[src/rtl/alu_operand_stage.sv]
// Operand-fetch pipeline stage in front of the ALU: resolves rs/rt/imm operands with
// EX/WB bypassing and keeps them fresh while stalled. Bypass logic is enabled by ALU_OPERAND_FWD_EN.
package alu_operand_pkg;

  typedef logic [31:0] bus_type;

  typedef enum logic [3:0] {
    ALU_ADD  = 4'd0,
    ALU_SUB  = 4'd1,
    ALU_AND  = 4'd2,
    ALU_OR   = 4'd3,
    ALU_XOR  = 4'd4,
    ALU_SLL  = 4'd5,
    ALU_SRL  = 4'd6,
    ALU_SRA  = 4'd7,
    ALU_SLT  = 4'd8,
    ALU_SLTU = 4'd9
  } alu_oper_type;

endpackage

module alu_operand_stage
  import alu_operand_pkg::*;
#(
  parameter int REG_ADDR_W = 5
) (
  input  logic                  clk,
  input  logic                  reset,

  input  logic                  in_valid,
  output logic                  in_ready,
  input  logic [REG_ADDR_W-1:0] in_rs_addr,
  input  logic [REG_ADDR_W-1:0] in_rt_addr,
  input  bus_type               in_rs_data,
  input  bus_type               in_rt_data,
  input  bus_type               in_imm,
  input  logic                  in_use_imm,
  input  alu_oper_type          in_sel,
  input  logic [REG_ADDR_W-1:0] in_rd_addr,

  input  logic                  flush,

  input  logic                  fwd_ex_valid,
  input  logic [REG_ADDR_W-1:0] fwd_ex_addr,
  input  bus_type               fwd_ex_data,
  input  logic                  fwd_wb_valid,
  input  logic [REG_ADDR_W-1:0] fwd_wb_addr,
  input  bus_type               fwd_wb_data,

  output logic                  out_valid,
  input  logic                  out_ready,
  output bus_type               out_a,
  output bus_type               out_b,
  output alu_oper_type          out_sel,
  output logic [REG_ADDR_W-1:0] out_rd_addr,

  output logic [31:0]           stall_count
);

  // Registered operation and the source information needed to refresh it while held
  logic                  out_valid_q, out_valid_d;
  bus_type               a_q, a_d;
  bus_type               b_q, b_d;
  alu_oper_type          sel_q, sel_d;
  logic [REG_ADDR_W-1:0] rd_addr_q, rd_addr_d;
  logic [REG_ADDR_W-1:0] rs_addr_q, rs_addr_d;
  logic [REG_ADDR_W-1:0] rt_addr_q, rt_addr_d;
  logic                  use_imm_q, use_imm_d;
  logic [31:0]           stall_q, stall_d;

  logic    capture;
  logic    hold;
  bus_type rs_resolved;
  bus_type rt_resolved;

  assign in_ready = (!out_valid_q || out_ready) && !flush && !reset;
  assign capture  = in_valid && in_ready;
  assign hold     = out_valid_q && !out_ready && !flush;

`ifdef ALU_OPERAND_FWD_EN
  // Register 0 is hardwired to zero and must never pick up bypassed data
  function automatic bus_type resolve(
    input logic [REG_ADDR_W-1:0] addr,
    input bus_type               rf_data,
    input logic                  ex_v,
    input logic [REG_ADDR_W-1:0] ex_a,
    input bus_type               ex_d,
    input logic                  wb_v,
    input logic [REG_ADDR_W-1:0] wb_a,
    input bus_type               wb_d
  );
    bus_type res;
    if (addr == '0) begin
      res = '0;
    end else if (ex_v && (ex_a == addr)) begin
      res = ex_d;
    end else if (wb_v && (wb_a == addr)) begin
      res = wb_d;
    end else begin
      res = rf_data;
    end
    return res;
  endfunction

  assign rs_resolved = resolve(in_rs_addr, in_rs_data, fwd_ex_valid, fwd_ex_addr, fwd_ex_data,
                               fwd_wb_valid, fwd_wb_addr, fwd_wb_data);
  assign rt_resolved = resolve(in_rt_addr, in_rt_data, fwd_ex_valid, fwd_ex_addr, fwd_ex_data,
                               fwd_wb_valid, fwd_wb_addr, fwd_wb_data);

  logic hold_rs_hit;
  logic hold_rt_hit;

  // Only write-back can land while stalled; the ALU is waiting on this stage
  assign hold_rs_hit = fwd_wb_valid && (rs_addr_q != '0) && (fwd_wb_addr == rs_addr_q);
  assign hold_rt_hit = fwd_wb_valid && !use_imm_q && (rt_addr_q != '0)
                       && (fwd_wb_addr == rt_addr_q);
`else
  assign rs_resolved = (in_rs_addr == '0) ? '0 : in_rs_data;
  assign rt_resolved = (in_rt_addr == '0) ? '0 : in_rt_data;

  logic hold_rs_hit;
  logic hold_rt_hit;
  logic unused_fwd;

  assign hold_rs_hit = 1'b0;
  assign hold_rt_hit = 1'b0;
  assign unused_fwd  = ^{fwd_ex_valid, fwd_ex_addr, fwd_ex_data,
                         fwd_wb_valid, fwd_wb_addr, fwd_wb_data};
`endif

  always_comb begin
    out_valid_d = out_valid_q;
    a_d         = a_q;
    b_d         = b_q;
    sel_d       = sel_q;
    rd_addr_d   = rd_addr_q;
    rs_addr_d   = rs_addr_q;
    rt_addr_d   = rt_addr_q;
    use_imm_d   = use_imm_q;
    stall_d     = stall_q;

    if (flush) begin
      out_valid_d = 1'b0;
    end else if (capture) begin
      out_valid_d = 1'b1;
    end else if (out_ready) begin
      out_valid_d = 1'b0;
    end

    if (capture) begin
      a_d       = rs_resolved;
      b_d       = in_use_imm ? in_imm : rt_resolved;
      sel_d     = in_sel;
      rd_addr_d = in_rd_addr;
      rs_addr_d = in_rs_addr;
      rt_addr_d = in_rt_addr;
      use_imm_d = in_use_imm;
    end else if (hold) begin
      if (hold_rs_hit) begin
        a_d = fwd_wb_data;
      end
      if (hold_rt_hit) begin
        b_d = fwd_wb_data;
      end
    end

    // Counts every stalled cycle, wrapping naturally at 32 bits
    if (out_valid_q && !out_ready) begin
      stall_d = stall_q + 32'd1;
    end
  end

  always_ff @(posedge clk) begin
    if (reset) begin
      out_valid_q <= 1'b0;
      a_q         <= '0;
      b_q         <= '0;
      sel_q       <= ALU_ADD;
      rd_addr_q   <= '0;
      rs_addr_q   <= '0;
      rt_addr_q   <= '0;
      use_imm_q   <= 1'b0;
      stall_q     <= '0;
    end else begin
      out_valid_q <= out_valid_d;
      a_q         <= a_d;
      b_q         <= b_d;
      sel_q       <= sel_d;
      rd_addr_q   <= rd_addr_d;
      rs_addr_q   <= rs_addr_d;
      rt_addr_q   <= rt_addr_d;
      use_imm_q   <= use_imm_d;
      stall_q     <= stall_d;
    end
  end

  assign out_valid   = out_valid_q;
  assign out_a       = a_q;
  assign out_b       = b_q;
  assign out_sel     = sel_q;
  assign out_rd_addr = rd_addr_q;
  assign stall_count = stall_q;

endmodule

[config.mk]
export PLATFORM = sky130hd
export DESIGN_NAME = alu_operand_stage
export DESIGN_NICKNAME = d
export VERILOG_FILES = /design/src/rtl/alu_operand_stage.sv
export SDC_FILE = /design/constraint.sdc
export NUM_CORES = 1
export LEC_CHECK = 0
export ABC_AREA = 1
export CORE_MARGIN = 2
export CORE_UTILIZATION = 37
export CTS_CLUSTER_SIZE = 12
export DETAILED_ROUTE_END_ITERATION = 7
export PLACE_DENSITY = 0.81
export SYNTH_ARGS = -nofsm -noshare
export SYNTH_HDL_FRONTEND = slang
export SYNTH_SLANG_ARGS = --single-unit
[constraint.sdc]
create_clock -name clk -period 2 [get_ports clk]
set_clock_uncertainty 0.1 [all_clocks]
set_input_delay 0.4 -clock clk [delete_from_list [all_inputs] [get_ports clk]]
set_output_delay 0.4 -clock clk [all_outputs]
set_load 0.02 [all_outputs]
==> impl_metrics.csv, run 1 <==
group,metric,value,unit
layout,diodes,0,
clock_network,post_cts_resized,2,
synthesis,synth_top_area_share,0.436,
route,vias,5249,
power_and_ir_drop,peakVddDrop,0.447,mV
clock_network,holdBufCountCts,0,
sta,rsz0062_at_grt,"no",
synthesis,ys_ff_latch,106,
route,wire_per_inst,14.7,um
place,io_buffers,227,
global_routing,overflow,0,
place,gp_congestion,0.841,
synthesis,synth_compound_area_frac,0.200,
clock_network,cts_tree,"yes",
synthesis,synth_area_leaders,"dfxtp_1 (44%), nand2_1 (8.9%), a21oi_1 (7.1%)",
synthesis,synth_area,4870,um2
worst_setup_path,cp.buffers_inverters,1,
synthesis,synth-simple-area-share,0.258,
route,drt_first_pass_iters,4,
die,dieArea,14100,um2
synthesis,synth_mux_area_frac,0,
synthesis,syn_inst,677,
synthesis,synth_top_family_by_area,"simple AND/OR/NAND/NOR gates",
sta,hold_viol,0,
clock_network,cts_buffers,9,
synthesis,netlist.top_cell.by_area,"dfxtp_1",
synthesis,synth_xor_xnor_area_share,0.00540,
die,die_h,119,um
status,status,"finished clean",
synthesis,syn_nets,875,
job,drv_cap,0,
worst_setup_path,path_delay_family,"buffers and inverters",
synthesis,synth-edff-count,0,
worst_setup_path,cpMaxStageDelayCell,"clkdlybuf4s50_1",
power_and_ir_drop,powerDensity,638,nW/um2
global_routing,grt_pass1_vias,5045,
die,core_area,12700,um2
global_routing,met3_usage,0.0859,
global_routing,antenna_found_initial,0,
clock_network,cts.sinks,106,
global_routing,grt_util_met1,0.270,
layout,design_area,7750,um2
layout,final_util,0.609,
worst_setup_path,critPathLaunchType,"flip-flop",
hold_path,hp-class,"reg2reg",
worst_setup_path,slowest_delay,0.65,ns
layout,nNetsFinal,1094,
layout,areaGrowthSynthToFinish,59.2,%
synthesis,async_flop_share,0,
clock_network,clock_latency,0.35,ns
clock_network,cts_root_buffer,"clkbuf_16",
worst_setup_path,timing_worst_setup_path_type,"reg2out",
global_routing,grt_usage,0.224,
route,via_per_inst,4.89,
global_routing,grt_max_degree,56,
synthesis,synthTopCellsByCount,"nand2_1 (116), dfxtp_1 (106), nor2_1 (91)",
sta,final-setup-viol-count,0,
route,drtAntennaViolNets,0,
sta,tightest_slew,0.350,ns
synthesis,synth.most_common_cell,"nand2_1",
worst_setup_path,path_cells,"clkdlybuf4s50_1",
sta,period_share,0.970,
route,drtIter0Drc,276,
route,drt_drc_violations_left,0,
die,fp.dieW,119,um
power_and_ir_drop,p_leak,3.16,nW
sta,max_freq,515,MHz
global_routing,use_met2,0.354,
synthesis,ys_types,28,
global_routing,top_usage_layer,"met2",
sta,fin_hold_ws,0.367,ns
place,place_area,7420,um2
die,ioPinCount,304,
sta,min_period,1.94,ns
synthesis,synthAdderAreaFrac,0.00257,
place,place_hpwl,11600,um
clock_network,post-cts-setup-buffers,0,
die,row_count,41,
die,start_util,0.383,
global_routing,grt_pass1_wl,25400,um
sta,slew_headroom,0.766,
worst_setup_path,cp.required,1.50,ns
worst_setup_path,critPathMaxFanout,6,
synthesis,seq_area_frac_synth,0.436,
synthesis,yosys_most_used_dff,"dfxtp_1",
worst_setup_path,cp_data_arrival_time,1.44,ns
worst_setup_path,endpoint_kind,"primary output",
clock_network,clk_pin_slew,0.07,ns
synthesis,syn_area_per_cell,7.19,um2
route,wirelength,15800,um
clock_network,clock_path_buffers,2,
layout,drive_gt1_frac,0.0832,
synthesis,ys.warnings.count,0,
power_and_ir_drop,total_power,0.00495,W
clock_network,h-tree-depth,3,
sta,slew_violations,0,
[layout make-up]
class / instances / area, um2
Timing Repair Buffer: 247 / 2540
Inverter: 74 / 278
Sequential cell: 106 / 2120
Multi-Input combinational cell: 458 / 2270
Clock buffer: 9 / 225
Tap cell: 172 / 215
Fill cell: 1177 / 4970
Clock inverter: 7 / 100
[where the power goes]
group / internal [W] / total, W / switching [W]
combinational: 0.000430 / 0.000778 / 0.000349
clock: 0.00111 / 0.00195 / 0.000838
sequential: 0.00218 / 0.00222 / 0.0000408
total: 0.00372 / 0.00495 / 0.00123
[worst min-delay path, cell delays in order, from the launching register on]
cell	delay, ns
dfxtp_1	0.31
nand2_1	0.06
a21oi_1	0.05
[cells in the final DEF, fill, tap and decap left out, types with 2 or more instances in the layout]
| cell | netlist | layout |
|---|---|---|
| buf_12 | 0 | 9 |
| nand2_1 | 116 | 116 |
| dfxtp_1 | 106 | 106 |
| xor2_1 | 2 | 2 |
| nand3_1 | 55 | 55 |
| inv_1 | 70 | 70 |
| a21oi_1 | 69 | 69 |
| nor2_1 | 91 | 91 |
| clkdlybuf4s50_1 | 0 | 222 |
| inv_2 | 4 | 4 |
| dlymetal6s2s_1 | 0 | 4 |
| inv_6 | 0 | 2 |
| buf_4 | 1 | 11 |
| nand4_1 | 7 | 7 |
| o21ai_0 | 44 | 44 |
| nand2_2 | 3 | 3 |
| bufinv_16 | 0 | 2 |
| o211ai_1 | 32 | 32 |
| clkbuf_16 | 0 | 9 |
| clkinv_4 | 0 | 2 |
| nor2_2 | 5 | 5 |
| nor2_4 | 6 | 6 |
| a21oi_2 | 18 | 18 |
| nor3_1 | 3 | 3 |
[cells by family (layout without fill, tap and decap cells)]
logic type	after synthesis	count (layout)
fa+ha+maj	1	1
buf+inv	113	337
flops	106	106
xor+xnor	3	3
simple gates	289	289
compound gates	165	165
[worst paths after layout]
check,start,to,slack (ns),cells past startpoint
setup / recovery,stall_count[20],stall_count[20],0.06,1
hold / removal,out_rd_addr[3],out_rd_addr[3],0.37,2
setup reg to reg,stall_count[1],stall_count[28],0.27,8
hold reg to reg,out_rd_addr[3],out_rd_addr[3],0.37,2
[state kept, by name, summed over array words and instances, names as in the netlist]
signal       count
out_rd_addr      5
out_sel          4
out_b           32
out_a           32
stall_count     32
out_valid        1
[per-layer routing]
| metal | vias up | routed length, um |
|---|---|---|
| li1 | 2652 | - |
| met1 | 2375 | 6430 |
| met2 | 195 | 7430 |
| met3 | 27 | 1560 |
| met4 | 0 | 384 |
| met5 | - | 0 |
[through the flow]
step / setup TNS, ns / instances / setup WS (ns)
detailed placement: -1.20 / 1057 / -0.289
floorplan: 0 / 677 / 0.341
global placement: -1.48 / 1057 / -0.310
CTS: 0 / 1073 / 0.00549
global route: 0 / 1073 / 0.0120
finish: 0 / 1073 / 0.0599
Note: power is estimated with default switching activity, not from simulation.
==> run 2: changes to the inputs <==
--- a/config.mk
+++ b/config.mk
@@ -6,11 +6,11 @@
 export NUM_CORES = 1
 export LEC_CHECK = 0
 export ABC_AREA = 1
-export CORE_MARGIN = 2
-export CORE_UTILIZATION = 37
+export CORE_AREA = 2 2 118 120
 export CTS_CLUSTER_SIZE = 12
 export DETAILED_ROUTE_END_ITERATION = 7
-export PLACE_DENSITY = 0.81
+export DIE_AREA = 0 0 120 122
+export PLACE_DENSITY = 0.8
 export SYNTH_ARGS = -nofsm -noshare
 export SYNTH_HDL_FRONTEND = slang
 export SYNTH_SLANG_ARGS = --single-unit
==> run 2 against run 1 <==
- design area is essentially flat
- clock power decreased by 12%
- critical endpoint is now stall_count[23]
- final cell count up 1.3%
- core utilization decreased by 3.5 points
- via count unchanged
- critical path type unchanged
- critical path depth stayed put
==> impl_metrics.csv, run 2 (synthesized netlist as in run 1, its figures left out) <==
group,metric,value,unit
status,status,"finished clean",
clock_network,cts.sinks,106,
worst_setup_path,endpoint_kind,"primary output",
power_and_ir_drop,powerDensity,609,nW/um2
route,via_per_inst,4.83,
route,drtAntennaViolNets,0,
route,drt_first_pass_iters,4,
worst_setup_path,ff2ff_path_depth,8,
sta,period_share,0.971,
worst_setup_path,r2r_slack,0.29,ns
place,place_area,7480,um2
clock_network,cts_buffers,9,
die,die_h,122,um
place,place_hpwl,11200,um
clock_network,clock_path_buffers,2,
die,row_count,43,
worst_setup_path,cp.required,1.50,ns
place,io_buffers,227,
power_and_ir_drop,seqPwrFrac,0.471,
worst_setup_path,r2r-end,"stall_count[28]",
worst_setup_path,path_cells,"clkdlybuf4s50_1",
worst_setup_path,critPathMaxFanout,6,
route,drt_drc_violations_left,0,
power_and_ir_drop,p_sw,0.00115,W
sta,rsz0062_at_grt,"no",
layout,design_area,7760,um2
global_routing,grt_usage,0.207,
worst_setup_path,critPathLaunchType,"flip-flop",
layout,final_util,0.574,
global_routing,antenna_found_initial,0,
sta,max_freq,515,MHz
sta,min_period,1.94,ns
layout,nFillCells,1195,
worst_setup_path,timing_worst_setup_path_type,"reg2out",
clock_network,cts_root_buffer,"clkbuf_16",
power_and_ir_drop,peakVddDrop,0.388,mV
worst_setup_path,path_delay_family,"buffers and inverters",
hold_path,hp-start,"out_sel[1]",
sta,fin_hold_ws,0.362,ns
worst_setup_path,cpMaxStageDelayCell,"clkdlybuf4s50_1",
clock_network,post-cts-setup-buffers,0,
sta,hold_viol,0,
clock_network,h-tree-depth,3,
die,dieArea,14600,um2
layout,areaGrowthSynthToFinish,59.3,%
layout,mostFrequentLayoutCells,"clkdlybuf4s50_1 (224), nand2_1 (116), dfxtp_1 (106)",
die,fp.dieW,120,um
sta,tightest_slew,0.360,ns
die,start_util,0.361,
die,core_area,13500,um2
hold_path,hold_path_depth,2,
clock_network,clk_pin_slew,0.07,ns
sta,slew_headroom,0.760,
clock_network,cts_tree,"yes",
layout,drive_gt1_frac,0.0882,
sta,slew_violations,0,
layout,nNetsFinal,1102,
route,vias,5249,
global_routing,grt_max_degree,55,
worst_setup_path,cp.buffers_inverters,1,
die,ioPinCount,304,
route,wire_per_inst,13.9,um
global_routing,overflow,0,
clock_network,holdBufCountCts,0,
route,drtIter0Drc,306,
power_and_ir_drop,p_clk_frac,0.364,
place,gp_congestion,0.875,
hold_path,hp-class,"reg2reg",
job,drv_cap,0,
clock_network,clock_latency,0.34,ns
power_and_ir_drop,p_leak,3.14,nW
clock_network,post_cts_resized,3,
layout,mostFrequentLayoutCell,"clkdlybuf4s50_1",
power_and_ir_drop,p_int,0.00357,W
global_routing,grt_pass1_wl,24000,um
sta,final-setup-viol-count,0,
global_routing,grt_pass1_vias,4879,
route,wirelength,15200,um
hold_path,worstHoldEndpoint,"out_sel[1]",
worst_setup_path,slowest_delay,0.65,ns
worst_setup_path,rr_startpoint,"stall_count[1]",
worst_setup_path,cp_data_arrival_time,1.44,ns
power_and_ir_drop,combPwrFrac,0.165,
layout,diodes,0,
power_and_ir_drop,swShare,0.244,
## run 2: cell types whose count changed in the layout (fill, tap and decap cells not counted), sizes merged
cell / delta
buf: +9
dlymetal6s2s: -2
clkdlybuf4s50: +2
bufinv: -1
inv: -2
## run 2: how the worst max path moves through the flow
| stage | depth (start not counted) | to | startpoint |
|---|---|---|---|
| 2_1_floorplan | 8 | stall_count[28] | stall_count[1] |
| 3_3_place_gp | 5 | in_ready | reset |
| 3_5_place_dp | 5 | in_ready | reset |
| 4_1_cts | 5 | in_ready | reset |
| 5_1_grt | 1 | stall_count[26] | stall_count[26] |
| 6_report | 1 | stall_count[23] | stall_count[23] |
## run 2: layout make-up
class,count,area [um2],share of cell area
flip-flops and latches,106,2120,0.274
clock inverters,4,45.0,0.00581
inverters,74,278,0.0358
clock buffers,10,229,0.0295
well taps,180,225,0.0290
repair buffers,255,2580,0.333
multi-input cells,458,2280,0.293
## run 2: power groups by stage
stage / clock (W) / combinational (W) / sequential [W]
CTS: 0.00175 / 0.000784 / 0.00222
floorplan: 0 / 0.000217 / 0.00236
global placement: 0 / 0.000776 / 0.00227
detailed placement: 0 / 0.000780 / 0.00227
global route: 0.00184 / 0.000839 / 0.00223
finish: 0.00172 / 0.000779 / 0.00222
## run 2: stage by stage
stage                     total power, W  TNS, ns  setup WS (ns)  cells
after floorplan                  0.00257        0          0.341    677
after global routing             0.00491        0        0.00311   1087
after detailed placement         0.00305    -1.14         -0.340   1073
after CTS                        0.00476        0         0.0167   1087
final                            0.00472        0         0.0587   1087
after global placement           0.00305    -1.06         -0.347   1073
## run 2: metal layers
layer | track usage | wire [um]
met5 | 0 | 0
met4 | 0.0904 | 330
met3 | 0.0787 | 1440
met2 | 0.324 | 6860
met1 | 0.253 | 6530
==> run 3: changes to the inputs <==
--- a/config.mk
+++ b/config.mk
@@ -6,6 +6,8 @@
 export NUM_CORES = 1
 export LEC_CHECK = 0
 export ABC_AREA = 1
+export ABC_CLOCK_PERIOD_IN_PS = 2000
+export CAP_MARGIN = 20
 export CORE_AREA = 2 2 118 120
 export CTS_CLUSTER_SIZE = 12
 export DETAILED_ROUTE_END_ITERATION = 7
==> results of run 3 <==
No change in the layout: final DEF, timing and power equal those of run 2.
